File: config.mk
export PLATFORM = sky130hd
export DESIGN_NAME = freelist
export DESIGN_NICKNAME = d
export VERILOG_FILES = /design/src/rtl/freelist_pkg.sv /design/src/rtl/freelist_psel.sv /design/src/rtl/freelist.sv
export SDC_FILE = /design/constraint.sdc
export NUM_CORES = 1
export LEC_CHECK = 0
export CORE_ASPECT_RATIO = 2
export CORE_MARGIN = 5
export CORE_UTILIZATION = 30
export CTS_CLUSTER_DIAMETER = 50
export DETAILED_ROUTE_END_ITERATION = 16
export SKIP_LAST_GASP = 1
export SLEW_MARGIN = 20
export SYNTH_ARGS = -nofsm -noshare
export SYNTH_HDL_FRONTEND = slang
export SYNTH_HIERARCHICAL = 1
export SYNTH_SLANG_ARGS = --single-unit
File: constraint.sdc
create_clock -name clock -period 28.6 [get_ports clock]
set_input_delay 7.15 -clock clock [delete_from_list [all_inputs] [get_ports clock]]
set_output_delay 7.15 -clock clock [all_outputs]
set_load 0.02 [all_outputs]
File: src/rtl/freelist_pkg.sv
// rtl/freelist_pkg.sv - shared sizing constants for the rename free list
//
// Default geometry for the R10K rename pipeline: allocation lanes per
// cycle, physical register count, architectural register count, and
// the physical tag width derived from them.
package freelist_pkg;

    localparam int N_LANES          = 3;
    localparam int PHYS_REG_SZ_R10K = 64;
    localparam int ARCH_REG_SZ      = 32;
    localparam int PHYS_TAG         = $clog2(PHYS_REG_SZ_R10K);

endpackage

File: src/rtl/freelist_psel.sv
// rtl/freelist_psel.sv - N-way lowest-set-bit selector over the availability bitmap
//
// Ports:
//   avail  in   P      availability bitmap
//   gnt    out  N x P  one-hot of the j-th lowest set bit (0 if none)
//   tags   out  N x TW encoded index of gnt[j] (0 if none)
module freelist_psel #(
    parameter int N  = 3,
    parameter int P  = 64,
    parameter int TW = $clog2(P)
) (
    input  logic [P-1:0]         avail,
    output logic [N-1:0][P-1:0]  gnt,
    output logic [N-1:0][TW-1:0] tags
);

    logic [P-1:0] remaining;

    always_comb begin
        remaining = avail;
        gnt       = '0;
        tags      = '0;
        for (int j = 0; j < N; j++) begin
            // Two's-complement trick isolates the lowest set bit.
            gnt[j] = remaining & (-remaining);
            for (int i = 0; i < P; i++) begin
                if (gnt[j][i]) begin
                    tags[j] = TW'(i);
                end
            end
            remaining = remaining & ~gnt[j];
        end
    end

endmodule

File: src/rtl/freelist.sv
// rtl/freelist.sv - physical-register free list with multi-lane allocate, retire free and restore
//
// Ports:
//   clock            in   1            clock
//   reset_n          in   1            asynchronous active-low reset
//   alloc_req        in   N            per-lane tag request (lane 0 oldest)
//   alloc_tags       out  N x TAG      granted tag per lane (0 when not granted)
//   alloc_valid      out  N            lane granted this cycle
//   alloc_stall      out  1            requests exceed free tags; nothing granted
//   free_mask        in   PHYS_REGS    tags freed by retire (bit 0 ignored)
//   mispredict       in   1            load restore_mask into the bitmap
//   restore_mask     in   PHYS_REGS    availability bitmap to restore
//   free_count       out  CW           registered number of free tags
//   double_free_err  out  1            sticky: an already-free tag was freed
module freelist
    import freelist_pkg::*;
#(
    parameter int  N         = N_LANES,
    parameter int  PHYS_REGS = PHYS_REG_SZ_R10K,
    parameter int  ARCH_REGS = ARCH_REG_SZ,
    localparam int TW        = $clog2(PHYS_REGS),
    localparam int CW        = $clog2(PHYS_REGS + 1)
) (
    input  logic                  clock,
    input  logic                  reset_n,
    input  logic [N-1:0]          alloc_req,
    output logic [N-1:0][TW-1:0]  alloc_tags,
    output logic [N-1:0]          alloc_valid,
    output logic                  alloc_stall,
    input  logic [PHYS_REGS-1:0]  free_mask,
    input  logic                  mispredict,
    input  logic [PHYS_REGS-1:0]  restore_mask,
    output logic [CW-1:0]         free_count,
    output logic                  double_free_err
);

    localparam logic [PHYS_REGS-1:0] RESET_AVAIL = {PHYS_REGS{1'b1}} << ARCH_REGS;
    localparam logic [CW-1:0]        RESET_COUNT = CW'(PHYS_REGS - ARCH_REGS);

    logic [PHYS_REGS-1:0]        avail;
    logic [PHYS_REGS-1:0]        avail_next;
    logic [CW-1:0]               count_next;
    logic                        dfree_hit;
    logic [N-1:0][PHYS_REGS-1:0] sel_gnt;
    logic [N-1:0][TW-1:0]        sel_tags;
    logic [PHYS_REGS-1:0]        granted_bits;
    logic [CW-1:0]               req_cnt;
    logic [CW-1:0]               rank;
    logic                        stall;

    freelist_psel #(
        .N  (N),
        .P  (PHYS_REGS),
        .TW (TW)
    ) u_psel (
        .avail (avail),
        .gnt   (sel_gnt),
        .tags  (sel_tags)
    );

    // Requests are compacted onto selector slots: the rank-th requesting
    // lane takes the rank-th lowest free tag. The whole request is
    // all-or-nothing, so partial grants never happen.
    always_comb begin
        req_cnt      = '0;
        rank         = '0;
        granted_bits = '0;
        alloc_valid  = '0;
        alloc_tags   = '0;
        for (int k = 0; k < N; k++) begin
            req_cnt = req_cnt + CW'(alloc_req[k]);
        end
        stall = (req_cnt > free_count);
        for (int k = 0; k < N; k++) begin
            if (alloc_req[k] && !stall) begin
                alloc_valid[k] = 1'b1;
                for (int j = 0; j < N; j++) begin
                    if (CW'(j) == rank) begin
                        alloc_tags[k] = sel_tags[j];
                        granted_bits  = granted_bits | sel_gnt[j];
                    end
                end
            end
            if (alloc_req[k]) begin
                rank = rank + 1'b1;
            end
        end
        alloc_stall = stall;
    end

    // Restore wins over allocate and free. The count is recomputed from the
    // next bitmap so it tracks the bitmap exactly even across a double free.
    always_comb begin
        if (mispredict) begin
            avail_next = restore_mask;
        end else begin
            avail_next = (avail & ~granted_bits) | free_mask;
        end
        avail_next[0] = 1'b0;

        count_next = '0;
        for (int i = 0; i < PHYS_REGS; i++) begin
            count_next = count_next + CW'(avail_next[i]);
        end

        dfree_hit = !mispredict && (|(free_mask[PHYS_REGS-1:1] & avail[PHYS_REGS-1:1]));
    end

    always_ff @(posedge clock or negedge reset_n) begin
        if (!reset_n) begin
            avail           <= RESET_AVAIL;
            free_count      <= RESET_COUNT;
            double_free_err <= 1'b0;
        end else begin
            avail      <= avail_next;
            free_count <= count_next;
            if (dfree_hit) begin
                double_free_err <= 1'b1;
            end
        end
    end

endmodule

==> results of run 1 <==
## layout make-up
type                       instances  area (um^2)  area share [%]
multi-input combinational       1707        11800            69.1
timing repair buffer             200         1910            11.2
inverter                         125          469            2.74
sequential                        71         1820            10.6
antenna                            1         2.50          0.0146
tap                              643          805            4.70
clock buffer                      13          260            1.52
clock inverter                     3         17.5           0.102
## power by group
| part | total (uW) | internal (uW) | switching (uW) |
|---|---|---|---|
| registers | 171 | 139 | 31.9 |
| clock network | 114 | 63.3 | 50.7 |
| logic | 1090 | 459 | 630 |
| total | 1370 | 661 | 712 |
## per-stage QoR
step                      instance area, um^2  hold WS (ns)  power [uW]
final                                   17100         0.488        1370
after global placement                  16800         0.469        1240
after CTS                               17100         0.488        1380
after floorplan                         14900         0.486         946
after global routing                    17100         0.507        1520
after detailed placement                16800         0.465        1260
## how the worst max path moves through the flow
stage | start | slack, ns | depth (start not counted) | end
floorplan | alloc_req[1] | 11.73 | 14 | alloc_tags[10]
detailed placement | alloc_req[0] | 10.29 | 11 | alloc_stall
CTS | alloc_req[0] | 10.28 | 11 | alloc_stall
finish | alloc_req[0] | 10.26 | 11 | alloc_stall
global placement | alloc_req[0] | 10.28 | 11 | alloc_stall
global route | alloc_req[0] | 10.20 | 11 | alloc_stall
## registers in the layout, indices dropped and copies added (netlist names)
signal,flops
free_count,7
avail,63
double_free_err,1
## worst max-delay path: cells and delay by family
kind,cells,cell delay [ns]
buffers and inverters,7,2.81
adders and majority gates,2,0.81
AOI/OAI and AO/OA,2,0.33
## cells in the final DEF, fill, tap and decap left out, types with 30 or more instances in the layout
cell type / n
nor2_1: 271
a21oi_1: 187
clkdlybuf4s50_1: 158
nand2_1: 147
inv_1: 123
nor3_1: 93
o21ai_0: 73
a222oi_1: 64
fa_1: 54
and3_1: 50
nand2b_1: 45
buf_4: 41
nor2b_1: 38
dfrtp_1: 38
nor4_1: 37
nand3_1: 34
dfstp_2: 33
o221ai_1: 31
o31a_1: 31
o31ai_1: 30
## metal layers
metal | up-vias | global-route usage, % | wire length (um)
met2 | 1324 | 54.3 | 43200
met3 | 343 | 4.54 | 6780
met4 | 2 | 25.8 | 10000
met5 | - | 0 | 12
met1 | 8953 | 32.2 | 29100
li1 | 7916 | - | -
==> flow_metrics.py, run 1 <==
metrics = {
    "run_status": {
        "status": "finished clean",
    },
    "timing": {
        "timing.final.max_slew_violations": 0,
        "slew_headroom_pct": 17.1,
        "clock-skew-final_ns": 0.0113,
        "fin_ws_ns": 10.26,
        "finalHoldViolCount": 0,
        "finalCritPeriodShare_pct": 64.1,
        "fmax_mhz": 54.5,
        "fin_setup_tns_ns": 0,
        "setup_viol": 0,
        "rsz0062_at_grt": "no",
        "worst_slew_pin_slew_ns": 1.23,
        "post-route-min-period_ns": 18.34,
    },
    "setup_path": {
        "crit_type": "in -> out",
        "start_kind": "input port",
        "worstPathCellList": "clkdlybuf4s50_1, buf_4, inv_2, buf_4, fa_1, ha_1, a21oi_1, o211ai_4, buf_4, inv_2, clkdlybuf4s50_1",
        "crit_path_end_kind": "output port",
        "crit_path_max_incr_delay_ns": 0.76,
        "timing.rr.start": "avail[2]",
        "arrival_ns": 11.19,
        "critPathMaxFanout": 31,
        "slowest_stage": "clkdlybuf4s50_1",
        "reg2reg_slack_ns": 15.91,
        "cp_common_cell": "buf_4",
        "crit_required_ns": 21.45,
        "r2r_cells": 33,
        "r2r_end": "free_count[6]",
    },
    "floorplan": {
        "die_area_mm2": 0.0543,
        "io_pins": 164,
        "core-area_mm2": 0.0491,
        "start_util_pct": 30.3,
        "num_rows": 115,
        "die_w_um": 167,
        "die_y_um": 325,
    },
    "grt": {
        "grt_usage_pct": 31.0,
        "grt_pass1_wl_mm": 124,
        "grt_antenna_before_repair": 1,
        "grt_overflow": 0,
        "grt_max_degree": 127,
        "grt_pass1_vias": 17671,
    },
    "clock_tree": {
        "clk_pin_slew_ns": 0.06,
        "cts_buffers": 9,
        "clockRootBuffer": "clkbuf_16",
        "cts_resized": 0,
        "h-tree-depth": 3,
        "cts_buffer_depth": 2,
        "insertion_delay_ns": 0.37,
        "cts.sinks": 71,
        "cts_tree": "yes",
        "postCtsSetupBuffers": 0,
        "cts_hold_buf": 0,
    },
    "routing": {
        "wl_per_cell_um": 32.2,
        "drcViolationCount": 0,
        "drt_iter0_drc": 2589,
        "drtAntennaViolNets": 0,
        "vias": 18538,
        "avgViaCountPerCell": 6.71,
        "drt_wl_total_mm": 89.1,
        "dr.pass1.iters": 11,
    },
    "synthesis": {
        "syn_inst": 2060,
        "yosys_warnings": 6,
        "syn_area_mm2": 0.0148,
        "synth.avg_cell_area_um2": 7.21,
    },
    "place": {
        "place.gp.congestion": 1.01,
        "dp_worst_setup_slack_ns": 10.29,
        "dpl.cell_count": 2746,
        "io_buffers": 161,
        "hpwlAfterDp_mm": 71.2,
    },
    "hold_path": {
        "worst_hold_path_type": "reg -> reg",
        "hold_start": "double_free_err",
        "whs_endpoint": "double_free_err",
        "hold_depth": 1,
    },
    "pwr": {
        "powerDensity_mw_per_mm2": 80.3,
        "p_leak_uw": 0.00641,
        "peakVddDrop_mv": 0.657,
    },
    "finish": {
        "n_fill_cell": 5173,
        "area_growth_pct": 15.2,
        "final_cells": 2763,
        "nNetsFinal": 2321,
        "drive_above_1_share_pct": 9.91,
        "utilization_pct": 34.9,
    },
    "job": {
        "maxCapViolations": 0,
    },
}
(Power assumes the default switching activity.)
==> inputs of run 2 (changes only) <==
==> constraint.sdc (replaced) <==
create_clock -name clock -period 15.8 [get_ports clock]
set_input_delay 3.95 -clock clock [delete_from_list [all_inputs] [get_ports clock]]
set_output_delay 3.95 -clock clock [all_outputs]
set_load 0.02 [all_outputs]
==> run 2 against run 1 <==
  * Worst hold slack improved by 0.015 ns
  * Clock skew is 0.0045 ns higher
  * Via count is 0.90% lower
  * Highest routed layer is now met4
  * Sequential share of layout area about the same
  * Sequential power rose by 83%
  * Non-clock buffer count shrank 4
  * Combinational power up 86%
  * Cell count decreased by 0.11%
  * Core utilization about the same
==> flow_metrics.py, run 2 (synthesis gave the netlist of run 1 again) <==
metrics = {
    "run_status": {
        "status": "finished clean",
    },
    "routing": {
        "dr_wl_met2_mm": 41.6,
        "drcViolationCount": 0,
        "avgViaCountPerCell": 6.66,
        "wl_per_cell_um": 31.8,
        "drtAntennaViolNets": 0,
        "wl_met1_mm": 29.0,
        "highest_layer": "met4",
        "drt_iter0_drc": 2762,
        "wl_met3_mm": 5.78,
        "drt_wl_total_mm": 87.7,
        "vias": 18372,
        "dr.pass1.iters": 8,
    },
    "setup_path": {
        "critPathMaxFanout": 26,
        "start_kind": "input port",
        "cp_common_cell": "fa_1",
        "crit_type": "in -> reg",
        "arrival_ns": 13.41,
        "crit_required_ns": 16.03,
        "crit_path_end_kind": "register",
        "crit_start": "alloc_req[0]",
        "crit_path_max_incr_delay_ns": 0.65,
        "timing.rr.start": "avail[6]",
        "slowest_stage": "fa_1",
    },
    "finish": {
        "regMostFlops": "avail",
        "drive_above_1_share_pct": 9.74,
        "largest_reg_flops": 63,
        "top_regs": "avail: 63 flops, free_count: 7 flops, double_free_err: 1 flops",
        "fin_area_mm2": 0.0171,
        "nNetsFinal": 2317,
        "mostFrequentLayoutCell": "nor2_1",
        "area_growth_pct": 15.2,
        "layout_common_cells": "272 x nor2_1, 187 x a21oi_1, 158 x clkdlybuf4s50_1, 147 x nand2_1, 123 x inv_1",
    },
    "floorplan": {
        "core-area_mm2": 0.0491,
        "num_rows": 115,
        "io_pins": 164,
        "die_area_mm2": 0.0543,
        "start_util_pct": 30.3,
        "die_w_um": 167,
        "die_y_um": 325,
    },
    "pwr": {
        "p_int_uw": 1230,
        "p_switching_uw": 1340,
        "p_leak_uw": 0.00639,
        "peakVddDrop_mv": 1.50,
        "combPwrFrac_pct": 79.1,
        "clockPowerShare_pct": 8.7,
        "seqPwrFrac_pct": 12.2,
        "powerDensity_mw_per_mm2": 150,
        "p_sw_share_pct": 52.1,
    },
    "place": {
        "hpwlAfterDp_mm": 70.9,
        "dpl_cell_area_mm2": 0.0168,
        "io_buffers": 161,
        "place.gp.congestion": 1.05,
    },
    "clock_tree": {
        "postCtsSetupBuffers": 0,
        "cts_buffer_depth": 2,
        "cts.sinks": 71,
        "cts_resized": 0,
        "cts_tree": "yes",
        "cts_buffers": 9,
        "clockRootBuffer": "clkbuf_16",
        "insertion_delay_ns": 0.37,
        "clk_pin_slew_ns": 0.06,
        "h-tree-depth": 3,
        "cts_hold_buf": 0,
    },
    "timing": {
        "post-route-min-period_ns": 13.18,
        "slew_headroom_pct": 23.8,
        "rsz0062_at_grt": "no",
        "clock-skew-final_ns": 0.0158,
        "setup_viol": 0,
        "timing.final.max_slew_violations": 0,
        "finalHoldViolCount": 0,
        "fmax_mhz": 75.9,
        "fin_setup_tns_ns": 0,
        "finalCritPeriodShare_pct": 83.4,
        "worst_slew_pin_slew_ns": 1.13,
    },
    "hold_path": {
        "hold_start": "double_free_err",
        "worst_hold_path_type": "reg -> reg",
    },
    "grt": {
        "grt_overflow": 0,
        "grt_max_degree": 74,
        "grt_pass1_vias": 17597,
        "grt_antenna_before_repair": 0,
        "grt_pass1_wl_mm": 123,
        "grt_usage_pct": 30.5,
    },
    "job": {
        "maxCapViolations": 0,
    },
}
run 2: changes by cell type in the layout (fill, tap and decap cells not counted), sizes merged:
cell,previous run,this run
buf,42,38
bufinv,0,1
clkbuf,13,10
clkinv,2,0
clkinvlp,1,4
diode,1,2
inv,125,126
run 2: worst paths after layout:
kind,endpoint,slack [ns],depth (start not counted)
min in group asynchronous,avail[9],3.44,1
max reg2reg,free_count[6],2.91,33
min reg2reg,double_free_err,0.50,1
max in group asynchronous,avail[22],11.26,2
max,free_count[6],2.62,29
min,double_free_err,0.50,1
run 2: power by group through the flow:
stage               Clock, uW  Sequential (uW)  Combinational [uW]
detailed placement          0              314                2010
global route              232              316                2290
CTS                       225              311                2030
global placement            0              313                2010
finish                    224              313                2030
floorplan                   0              283                1430
run 2: per-stage QoR:
step / setup WS, ns / cells / hold slack, ns / utilization (%) / total power [uW]
after floorplan: 3.90 / 2064 / 0.486 / - / 1710
after global placement: 2.34 / 2742 / 0.469 / 34.2 / 2330
after detailed placement: 2.38 / 2742 / 0.473 / 34.2 / 2320
after CTS: 2.70 / 2758 / 0.502 / 34.8 / 2570
after global routing: 2.45 / 2758 / 0.529 / 34.9 / 2840
final: 2.62 / 2760 / 0.503 / 34.9 / 2560
run 2: layout make-up:
cell class                 instances  area [um^2]
sequential                        71         1820
inverter                         125          469
tap                              643          805
clock buffer                      10          239
multi-input combinational       1707        11800
antenna                            2         5.00
timing repair buffer             196         1880
fill                            5203        32000
clock inverter                     6         68.8
run 2: critical path, delay by kind of cell:
kind,cells,cell delay [ns]
compound gates,8,1.49
buf+inv,9,2.15
fa+ha+maj,12,5.76
run 2: layer usage:
metal | up-vias | track usage, %
li1 | 7911 | -
met1 | 8846 | 31.7
met3 | 389 | 3.74
met5 | - | 0
met2 | 1226 | 51.8
met4 | 0 | 29.5
